===== src/rtl/rv_test_monitor_if.sv =====
// Trace drain channel between the test monitor and the simulation harness.
// The monitor (master) presents the head trace entry; the harness (slave)
// acknowledges with trace_ready to pop it.
interface rv_test_monitor_if #(
  parameter int XLEN = 32
);
  logic            trace_valid;
  logic            trace_ready;
  logic [XLEN-1:0] trace_pc;
  logic [31:0]     trace_instr;
  logic            trace_rvc;

  modport master (
    output trace_valid,
    output trace_pc,
    output trace_instr,
    output trace_rvc,
    input  trace_ready
  );

  modport slave (
    input  trace_valid,
    input  trace_pc,
    input  trace_instr,
    input  trace_rvc,
    output trace_ready
  );
endinterface


===== src/rtl/rv_test_monitor.sv =====
// Test-completion and trace monitor for the pipelined RV core.
// Watches the core's PC/instruction pair, counts cycles and retires, detects
// ECALL pass, EBREAK/C.EBREAK fail, PC hang and timeout, and buffers every
// retired instruction in a trace FIFO drained by the harness.
module rv_test_monitor #(
  parameter int XLEN        = 32,
  parameter int CNT_WIDTH   = 32,
  parameter int TIMEOUT     = 100000,
  parameter int STALL_LIMIT = 8,
  parameter int TRACE_DEPTH = 16
) (
  input  logic                 clk,
  input  logic                 reset_n,
  input  logic                 enable,
  input  logic [XLEN-1:0]      pc_in,
  input  logic [31:0]          instr_in,
  output logic                 done,
  output logic [2:0]           exit_code,
  output logic [CNT_WIDTH-1:0] cycle_count,
  output logic [CNT_WIDTH-1:0] instr_count,
  output logic                 trace_overflow,
  rv_test_monitor_if.master    trace
);

  typedef enum logic [1:0] {
    IDLE = 2'd0,
    RUN  = 2'd1,
    DONE = 2'd2
  } state_e;

  localparam logic [31:0] EcallInstr  = 32'h0000_0073;
  localparam logic [31:0] EbreakInstr = 32'h0010_0073;
  localparam logic [15:0] CEbreak     = 16'h9002;

  localparam logic [2:0] ExitPass    = 3'd1;
  localparam logic [2:0] ExitFail    = 3'd2;
  localparam logic [2:0] ExitHang    = 3'd3;
  localparam logic [2:0] ExitTimeout = 3'd4;

  // The event fires in the cycle whose increment would reach the limit, so
  // the limit value itself is what ends up visible in the counters.
  localparam int                   StallW      = $clog2(STALL_LIMIT + 1);
  localparam logic [StallW-1:0]    StallLast   = StallW'(STALL_LIMIT - 1);
  localparam logic [StallW-1:0]    StallMax    = StallW'(STALL_LIMIT);
  localparam logic [CNT_WIDTH-1:0] TimeoutLast = CNT_WIDTH'(TIMEOUT - 1);

  localparam int AW = $clog2(TRACE_DEPTH);

  state_e                state_q, state_d;
  logic [2:0]            exitCode_q, exitCode_d;
  logic [CNT_WIDTH-1:0]  cycleCount_q;
  logic [CNT_WIDTH-1:0]  instrCount_q;
  logic [StallW-1:0]     stallCnt_q;
  logic [XLEN-1:0]       pcPrev_q;
  logic                  pcSeen_q;
  logic                  overflow_q;

  logic [AW:0]           wrPtr_q;
  logic [AW:0]           rdPtr_q;
  logic [XLEN-1:0]       memPc    [TRACE_DEPTH];
  logic [31:0]           memInstr [TRACE_DEPTH];
  logic                  memRvc   [TRACE_DEPTH];

  logic running;
  logic isRvc;
  logic retire;
  logic passEvt;
  logic failEvt;
  logic hangEvt;
  logic timeoutEvt;
  logic fifoEmpty;
  logic fifoFull;
  logic doPop;
  logic doPush;
  logic dropEntry;
  logic [31:0] storedInstr;

  assign running     = (state_q == RUN);
  assign isRvc       = (instr_in[1:0] != 2'b11);
  assign retire      = running && (!pcSeen_q || (pc_in != pcPrev_q));
  assign passEvt     = retire && !isRvc && (instr_in == EcallInstr);
  assign failEvt     = retire && ((!isRvc && (instr_in == EbreakInstr)) ||
                                  (isRvc && (instr_in[15:0] == CEbreak)));
  assign hangEvt     = running && !retire && (stallCnt_q == StallLast);
  assign timeoutEvt  = running && (cycleCount_q == TimeoutLast);

  assign fifoEmpty   = (wrPtr_q == rdPtr_q);
  assign fifoFull    = (wrPtr_q[AW] != rdPtr_q[AW]) &&
                       (wrPtr_q[AW-1:0] == rdPtr_q[AW-1:0]);
  assign doPop       = !fifoEmpty && trace.trace_ready;
  assign doPush      = retire && (!fifoFull || doPop);
  assign dropEntry   = retire && fifoFull && !doPop;
  assign storedInstr = isRvc ? {16'h0000, instr_in[15:0]} : instr_in;

  // FSM state register together with the latched exit code
  always_ff @(posedge clk or negedge reset_n) begin
    if (!reset_n) begin
      state_q    <= IDLE;
      exitCode_q <= 3'd0;
    end else begin
      state_q    <= state_d;
      exitCode_q <= exitCode_d;
    end
  end

  // FSM next state: start on enable, stop on the highest-priority end event
  always_comb begin
    state_d    = state_q;
    exitCode_d = exitCode_q;
    unique case (state_q)
      IDLE: begin
        if (enable) state_d = RUN;
      end
      RUN: begin
        if (passEvt) begin
          state_d    = DONE;
          exitCode_d = ExitPass;
        end else if (failEvt) begin
          state_d    = DONE;
          exitCode_d = ExitFail;
        end else if (hangEvt) begin
          state_d    = DONE;
          exitCode_d = ExitHang;
        end else if (timeoutEvt) begin
          state_d    = DONE;
          exitCode_d = ExitTimeout;
        end
      end
      DONE: begin
        state_d = DONE;
      end
      default: begin
        state_d = IDLE;
      end
    endcase
  end

  // FSM outputs and the registered trace head presented to the harness
  always_comb begin
    done              = (state_q == DONE);
    exit_code         = exitCode_q;
    cycle_count       = cycleCount_q;
    instr_count       = instrCount_q;
    trace_overflow    = overflow_q;
    trace.trace_valid = !fifoEmpty;
    trace.trace_pc    = '0;
    trace.trace_instr = '0;
    trace.trace_rvc   = 1'b0;
    if (!fifoEmpty) begin
      trace.trace_pc    = memPc[rdPtr_q[AW-1:0]];
      trace.trace_instr = memInstr[rdPtr_q[AW-1:0]];
      trace.trace_rvc   = memRvc[rdPtr_q[AW-1:0]];
    end
  end

  // Cycle/retire counters, PC history and saturating stall counter
  always_ff @(posedge clk or negedge reset_n) begin
    if (!reset_n) begin
      cycleCount_q <= '0;
      instrCount_q <= '0;
      stallCnt_q   <= '0;
      pcPrev_q     <= '0;
      pcSeen_q     <= 1'b0;
    end else if (running) begin
      cycleCount_q <= cycleCount_q + 1'b1;
      pcPrev_q     <= pc_in;
      pcSeen_q     <= 1'b1;
      if (retire) begin
        instrCount_q <= instrCount_q + 1'b1;
        stallCnt_q   <= '0;
      end else if (stallCnt_q != StallMax) begin
        stallCnt_q <= stallCnt_q + 1'b1;
      end
    end
  end

  // Trace FIFO pointers and sticky overflow flag
  always_ff @(posedge clk or negedge reset_n) begin
    if (!reset_n) begin
      wrPtr_q    <= '0;
      rdPtr_q    <= '0;
      overflow_q <= 1'b0;
    end else begin
      if (doPush) wrPtr_q <= wrPtr_q + 1'b1;
      if (doPop) rdPtr_q <= rdPtr_q + 1'b1;
      if (dropEntry) overflow_q <= 1'b1;
    end
  end

  // Trace FIFO storage; stale contents are masked by the empty check
  always_ff @(posedge clk) begin
    if (doPush) begin
      memPc[wrPtr_q[AW-1:0]]    <= pc_in;
      memInstr[wrPtr_q[AW-1:0]] <= storedInstr;
      memRvc[wrPtr_q[AW-1:0]]   <= isRvc;
    end
  end

endmodule


===== src/flat_wrapper.sv =====
// flat-port wrapper written by rule: the top's interface ports become plain ports
module rv_test_monitor_flat 
#(
  parameter int XLEN        = 32,
  parameter int CNT_WIDTH   = 32,
  parameter int TIMEOUT     = 100000,
  parameter int STALL_LIMIT = 8,
  parameter int TRACE_DEPTH = 16
)
  (clk, reset_n, enable, pc_in, instr_in, done, exit_code, cycle_count, instr_count, trace_overflow, trace_trace_valid, trace_trace_pc, trace_trace_instr, trace_trace_rvc, trace_trace_ready);
  rv_test_monitor_if #(.XLEN(XLEN)) trace_i ();
  input  logic clk;
  input  logic reset_n;
  input  logic enable;
  input  logic [XLEN-1:0] pc_in;
  input  logic [31:0] instr_in;
  output logic done;
  output logic [2:0] exit_code;
  output logic [CNT_WIDTH-1:0] cycle_count;
  output logic [CNT_WIDTH-1:0] instr_count;
  output logic trace_overflow;
  output wire logic [$bits(trace_i.trace_valid)-1:0] trace_trace_valid;
  output wire logic [$bits(trace_i.trace_pc)-1:0] trace_trace_pc;
  output wire logic [$bits(trace_i.trace_instr)-1:0] trace_trace_instr;
  output wire logic [$bits(trace_i.trace_rvc)-1:0] trace_trace_rvc;
  input wire logic [$bits(trace_i.trace_ready)-1:0] trace_trace_ready;
  assign trace_trace_valid = trace_i.trace_valid;
  assign trace_trace_pc = trace_i.trace_pc;
  assign trace_trace_instr = trace_i.trace_instr;
  assign trace_trace_rvc = trace_i.trace_rvc;
  assign trace_i.trace_ready = trace_trace_ready;
  rv_test_monitor #(.XLEN(XLEN), .CNT_WIDTH(CNT_WIDTH), .TIMEOUT(TIMEOUT), .STALL_LIMIT(STALL_LIMIT), .TRACE_DEPTH(TRACE_DEPTH)) u_core (.clk(clk), .reset_n(reset_n), .enable(enable), .pc_in(pc_in), .instr_in(instr_in), .done(done), .exit_code(exit_code), .cycle_count(cycle_count), .instr_count(instr_count), .trace_overflow(trace_overflow), .trace(trace_i));
endmodule

===== config.mk =====
export PLATFORM = sky130hd
export DESIGN_NAME = rv_test_monitor_flat
export DESIGN_NICKNAME = d
export VERILOG_FILES = /design/src/rtl/rv_test_monitor_if.sv /design/src/rtl/rv_test_monitor.sv /design/src/flat_wrapper.sv
export SDC_FILE = /design/constraint.sdc
export NUM_CORES = 1
export LEC_CHECK = 0
export CAP_MARGIN = 15
export CORE_ASPECT_RATIO = 0.9
export CORE_MARGIN = 1.5
export CORE_UTILIZATION = 50
export DETAILED_ROUTE_END_ITERATION = 12
export GPL_ROUTABILITY_DRIVEN = 0
export PLACE_DENSITY = 0.68
export SLEW_MARGIN = 20
export SYNTH_ARGS = -nofsm -noshare
export SYNTH_HDL_FRONTEND = slang
export SYNTH_SLANG_ARGS = --single-unit

===== constraint.sdc =====
create_clock -name clk -period 15.2 [get_ports clk]
set_clock_uncertainty 0.05 [all_clocks]
set_input_delay 3.04 -clock clk [delete_from_list [all_inputs] [get_ports clk]]
set_output_delay 3.04 -clock clk [all_outputs]
set_load 0.01 [all_outputs]

# Word level (Yosys, flattened, before mapping)

Memory sizes are Yosys's and may differ from the RTL's.
Cells that the tools add are included.

Add/sub/neg operators: 5
Equal/unequal tests: 15
Multiplexer cells: 18
Reduce and logical (&&, ||, !) cells: 30

Operator list:

| kind                    | number |
|---|---|
| $mux W32                | 3 |
| $add A32 B1 Y32 const B | 2 |
| $eq A32 B17 Y1 const B  | 1 |
| $eq A32 B21 Y1 const B  | 1 |
| $eq A32 B7 Y1 const B   | 1 |
| $ne A32 B32 Y1          | 1 |
| $eq A16 B16 Y1 const B  | 1 |
| $logic_and A1 B1 Y1     | 14 |
| $mux W3                 | 4 |
| $add A5 B1 Y5 const B   | 2 |
| $mux W2                 | 5 |
| $mux W4                 | 2 |
| $reduce_and A2 Y1       | 4 |
| $logic_not A1 Y1        | 6 |
| $pmux W2 S3             | 1 |
| $eq A5 B5 Y1            | 1 |
| $ne A5 B5 Y1 const B    | 1 |
| $add A4 B1 Y4 const B   | 1 |
| $eq A4 B3 Y1 const B    | 1 |
| $eq A4 B4 Y1            | 1 |
| $ne A2 B2 Y1 const B    | 2 |
| $ne A4 B4 Y1 const B    | 1 |
| $reduce_bool A4 Y1      | 1 |
| $logic_or A1 B1 Y1      | 3 |
| other kinds (6)         | 8 |

Memories kept: 3
Bits in writable memories: 1040
Bits in registers: 117
Output and inout port bits: 135

Memories:

| name            | words | bits a word | read ports | clocked after memory_dff | write ports | RTL line              | text |
|---|---|---|---|---|---|---|---|
| u_core.memInstr | 16    | 32          | 1          | 0                        | 1           | rv_test_monitor.sv:61 | `logic [31:0] memInstr [TRACE_DEPTH];` |
| u_core.memPc    | 16    | 32          | 1          | 0                        | 1           | rv_test_monitor.sv:60 | `logic [XLEN-1:0] memPc [TRACE_DEPTH];` |
| u_core.memRvc   | 16    | 1           | 1          | 0                        | 1           | rv_test_monitor.sv:62 | `logic memRvc [TRACE_DEPTH];` |

# Logic depth before layout (Yosys ltp)

Word-level depth: 10
Depth in mapped cells: 10

# Least setup slack after synthesis

OpenSTA, ideal clock, no wires.

Kind: input-to-reg
Start: in pc_in[30]
End: mem u_core.memInstr[3][0], enable pin
Cell stages on the path: 7
Path slack: 5.855 ns
Required time: 14.582 ns
Buffers on the path: 0
Data arrival time: 8.727 ns
Library setup time: 0.568 ns
Cells stage by stage: xnor2_1 nor4b_1 and4bb_1 and3_1 nor3_2 nand2_1 nor3_1

Longest elaborated chain between the ends: 6

Ends and longest elaborated chain:

| what                          | RTL line               | text |
|---|---|---|
| start: declaration            | flat_wrapper.sv:15     | `input logic [XLEN-1:0] pc_in;` |
| $ne A32 B32 Y1                | rv_test_monitor.sv:80  | `assign retire = running && (!pcSeen_q \|\| (pc_in != pcPrev_q));` |
| $logic_or A1 B1 Y1            | rv_test_monitor.sv:80  |  |
| $logic_and A1 B1 Y1           | rv_test_monitor.sv:80  |  |
| $logic_and A1 B1 Y1           | rv_test_monitor.sv:91  | `assign doPush = retire && (!fifoFull \|\| doPop);` |
| $mux W1                       | rv_test_monitor.sv:192 | `if (doPush) begin` |
| $mux W1 (not written as such) | rv_test_monitor.sv:194 | `memInstr[wrPtr_q[AW-1:0]] <= storedInstr;` |
| end: declaration              | rv_test_monitor.sv:61  |  |

Every way passes these cells.

# Worst setup path in the final report

Start: reg u_core.rdPtr_q[0]
End: out trace_trace_pc[12]

Longest elaborated chain between the ends: 2

Ends and longest elaborated chain:

| what                                                   | RTL line               | text |
|---|---|---|
| start: declaration                                     | rv_test_monitor.sv:59  | `logic [AW:0] rdPtr_q;` |
| start signal: assignment                               | rv_test_monitor.sv:185 | `if (doPop) rdPtr_q <= rdPtr_q + 1'b1;` |
| $mem_v2 Z16 W32 / $eq A5 B5 Y1 (equally long branches) | n/a                    |  |
| $mux W32 *                                             | rv_test_monitor.sv:149 | `if (!fifoEmpty) begin` |
| end: declaration                                       | flat_wrapper.sv:23     | `output wire logic [$bits(trace_i.trace_pc)-1:0] trace_trace_pc;` |

Every way passes the cells marked *; elsewhere a longest branch is shown, timed or not.

==> flow_summary_export.csv <==
group,metric,value,unit
run_status,status,"finished clean",
synth,ys_ff_latch,1157,
timing,setup_viol,0,
cts,clk_pin_slew,0.06,ns
drt,wl,100.0,mm
synth,synth_area_leaders,"edfxtp_1 69%, mux4_2 16%, dfrtp_1 6.5%, xnor2_1 1.5%, nor2b_1 0.94%",
cts,numCtsBuffers,110,
cts,cts-root-buf,"clkbuf_16",
cts,cts_tree,"done",
cts,h-tree-depth,3,
die,die_w,320.2,µm
synth,synth.avg_cell_area,22.00,µm²
cts,cts_resized,0,
timing,slew_violations,0,
synth,synthCells,2058,
drt,dr.pass1.iters,5,
pwr,power_density,180.0,nW/µm²
worst_hold_path,holdPathStages,1,
drt,drc_errors,0,
place,port-buffer-count,202,
synth,syn_area,45280,µm²
synth,seq_area_frac_synth,0.7543,
grt,grt_pass1_vias,22790,
cts,cts_sinks,1157,
timing,finalHoldViolCount,0,
cts,post_cts_buffers,0,
layout,final_common_cell,"edfxtp_1",
drt,ant_nets,0,
layout,utilization,0.5890,
pwr,p_leak,0.01723,µW
worst_hold_path,hold_class,"reg2reg",
die,dieHeight,288.5,µm
synth,synthArstFlopShare,0.1011,
drt,vias,21370,
die,rows,104,
critical_path,worstSetupPathType,"reg2out",
pwr,vdd_drop_max,0.1475,mV
synth,synth_fp_nets,2138,
synth,synth_edf_count,1040,
synth,synth_top_area_frac,0.6897,
critical_path,cp-start-kind,"flop",
timing,tns,0,ns
critical_path,end_kind,"output port",
cts,holdBufCountCts,0,
die,boundaryPins,203,
timing,rsz0062_at_grt,"false",
grt,grt_pass1_wl,149.5,mm
synth,yosysUniqueCellTypes,53,
drt,viasPerCell,5.944,
cts,insertion_delay,0.70,ns
synth,synth_top_flop_cell,"edfxtp_1",
timing,min_period,8.310,ns
layout,final_cell_mix,"1,040 x edfxtp_1, 325 x mux4_2, 201 x clkdlybuf4s50_1, 113 x dfrtp_1, 111 x clkbuf_16",
grt,grt_start_max_net_pins,167,
grt,antenna_found_initial,3,
synth,yosysWarningCount,0,
grt,grtUsageTotal,0.2205,
timing,worstMarginPinSlew,1.136,ns
layout,drive_gt1_frac,0.2575,
critical_path,reg2reg_depth,8,
timing,max_freq,120.3,MHz
critical_path,worst-endpoint-required,12.11,ns
timing,relSlewSlack,0.2425,
die,initial_core_util,0.5058,
layout,fill_cells,6328,
place,place_hpwl,56.38,mm
layout,multi_input_area,10770,µm²
job,drv_cap,0,
cts,cts-root-to-sink-buffers,3,
critical_path,worstPathArrival,5.22,ns
layout,nNetsFinal,2411,
layout,regArea,34170,µm²
layout,areaGrowthSynthToFinish,16.45,%
drt,detail_route.wl_per_cell,27.83,µm
die,die-area,92380,µm²
grt,grt.overflow.total,0,
die,core,89530,µm²
synth,synth_area_leader_cell,"edfxtp_1",
drt,drtIter0Drc,2038,
timing,period_share,0.5467,
critical_path,critPathMaxFanout,44,
## logic make-up after synthesis
group	share of synthesized area
buffers and inverters	0.01031
DFF	0.7543
adders and majority gates	0.003316
muxes	0.1710
and+or+nand+nor	0.03714
xor gates and xnor gates	0.02128
AOI/OAI and AO/OA	0.002597
## per-layer routing
| metal | vias to the layer above | global-route usage | wire, µm |
|---|---|---|---|
| met3 | 137 | 0.03661 | 5697 |
| met2 | 705 | 0.3678 | 50660 |
| met5 | - | 0 | 11 |
| met1 | 11470 | 0.3081 | 41740 |
| li1 | 9051 | - | - |
| met4 | 2 | 0.05403 | 1930 |
## flip-flops by register name, summed over array words and instances, names as in the netlist, 2 cells and up
register            count
u_core.cycle_count     32
u_core.exit_code        3
u_core.instr_count     32
u_core.memInstr       512
u_core.memPc          512
u_core.memRvc          16
u_core.pcPrev_q        32
u_core.rdPtr_q          5
u_core.stallCnt_q       4
u_core.state_q          2
u_core.wrPtr_q          5
## synth_stat cells, types with 5 or more instances
library cell	n
edfxtp_1	1040
mux4_2	325
dfrtp_1	117
xnor2_1	78
nor2b_1	68
clkbuf_1	50
nand2_1	43
mux2_2	35
buf_2	34
xor2_1	32
nor2_1	29
and3_1	28
nand3_1	27
nand4_1	27
inv_1	19
nor3_1	19
ha_1	12
nor4_1	11
buf_1	8
o21ai_0	5
## worst paths after layout
check,from,to,slack (ns)
min in group asynchronous,reset_n,u_core.instr_count[15]$_DFFE_PN0P_,2.39
worst min-delay path,u_core.trace_overflow$_DFFE_PN0P_,u_core.trace_overflow$_DFFE_PN0P_,0.43
worst max-delay path,u_core.rdPtr_q[0]$_DFFE_PN0P_,trace_trace_pc[12],6.89
worst max register to register,u_core.rdPtr_q[0]$_DFFE_PN0P_,u_core.memInstr[13][21]$_DFFE_PP_,10.56
max in group asynchronous,reset_n,u_core.rdPtr_q[0]$_DFFE_PN0P_,11.32
worst min register to register,u_core.trace_overflow$_DFFE_PN0P_,u_core.trace_overflow$_DFFE_PN0P_,0.43
## layout make-up
| class | instances | area share |
|---|---|---|
| Sequential cell | 1157 | 0.6480 |
| Clock inverter | 64 | 0.01455 |
| Multi-Input combinational cell | 789 | 0.2042 |
| Timing Repair Buffer | 254 | 0.04710 |
| Clock buffer | 144 | 0.05692 |
| Tap cell | 1166 | 0.02767 |
| Inverter | 19 | 0.001376 |
| Antenna cell | 2 | 0.00009491 |
## worst max-delay path: stages (launching register included)
cell,delay (ns)
dfrtp_4,1.03
buf_4,0.83
buf_4,0.79
mux4_2,0.60
mux4_2,0.48
nor2b_1,0.19
clkdlybuf4s50_1,0.55
## through the flow
step	cell area, µm²	setup WS [ns]	instances	power, µW	hold slack, ns
3_5_place_dp	48930	7.257	3384	6794	0.4134
3_3_place_gp	48870	7.275	3381	6757	0.3957
4_1_cts	52700	6.663	3592	9609	0.4404
5_1_grt	52730	6.471	3594	9879	0.4559
2_1_floorplan	45280	5.855	2058	5683	0.4032
6_report	52730	6.890	3595	9490	0.4291
## where the power goes
part           total, µW  switching (µW)  internal, µW
Sequential          3900             228          3670
Clock               2810            1170          1640
Combinational       2780            1250          1530
Total               9490            2650          6840
Power figures use the tool's default switching activity.
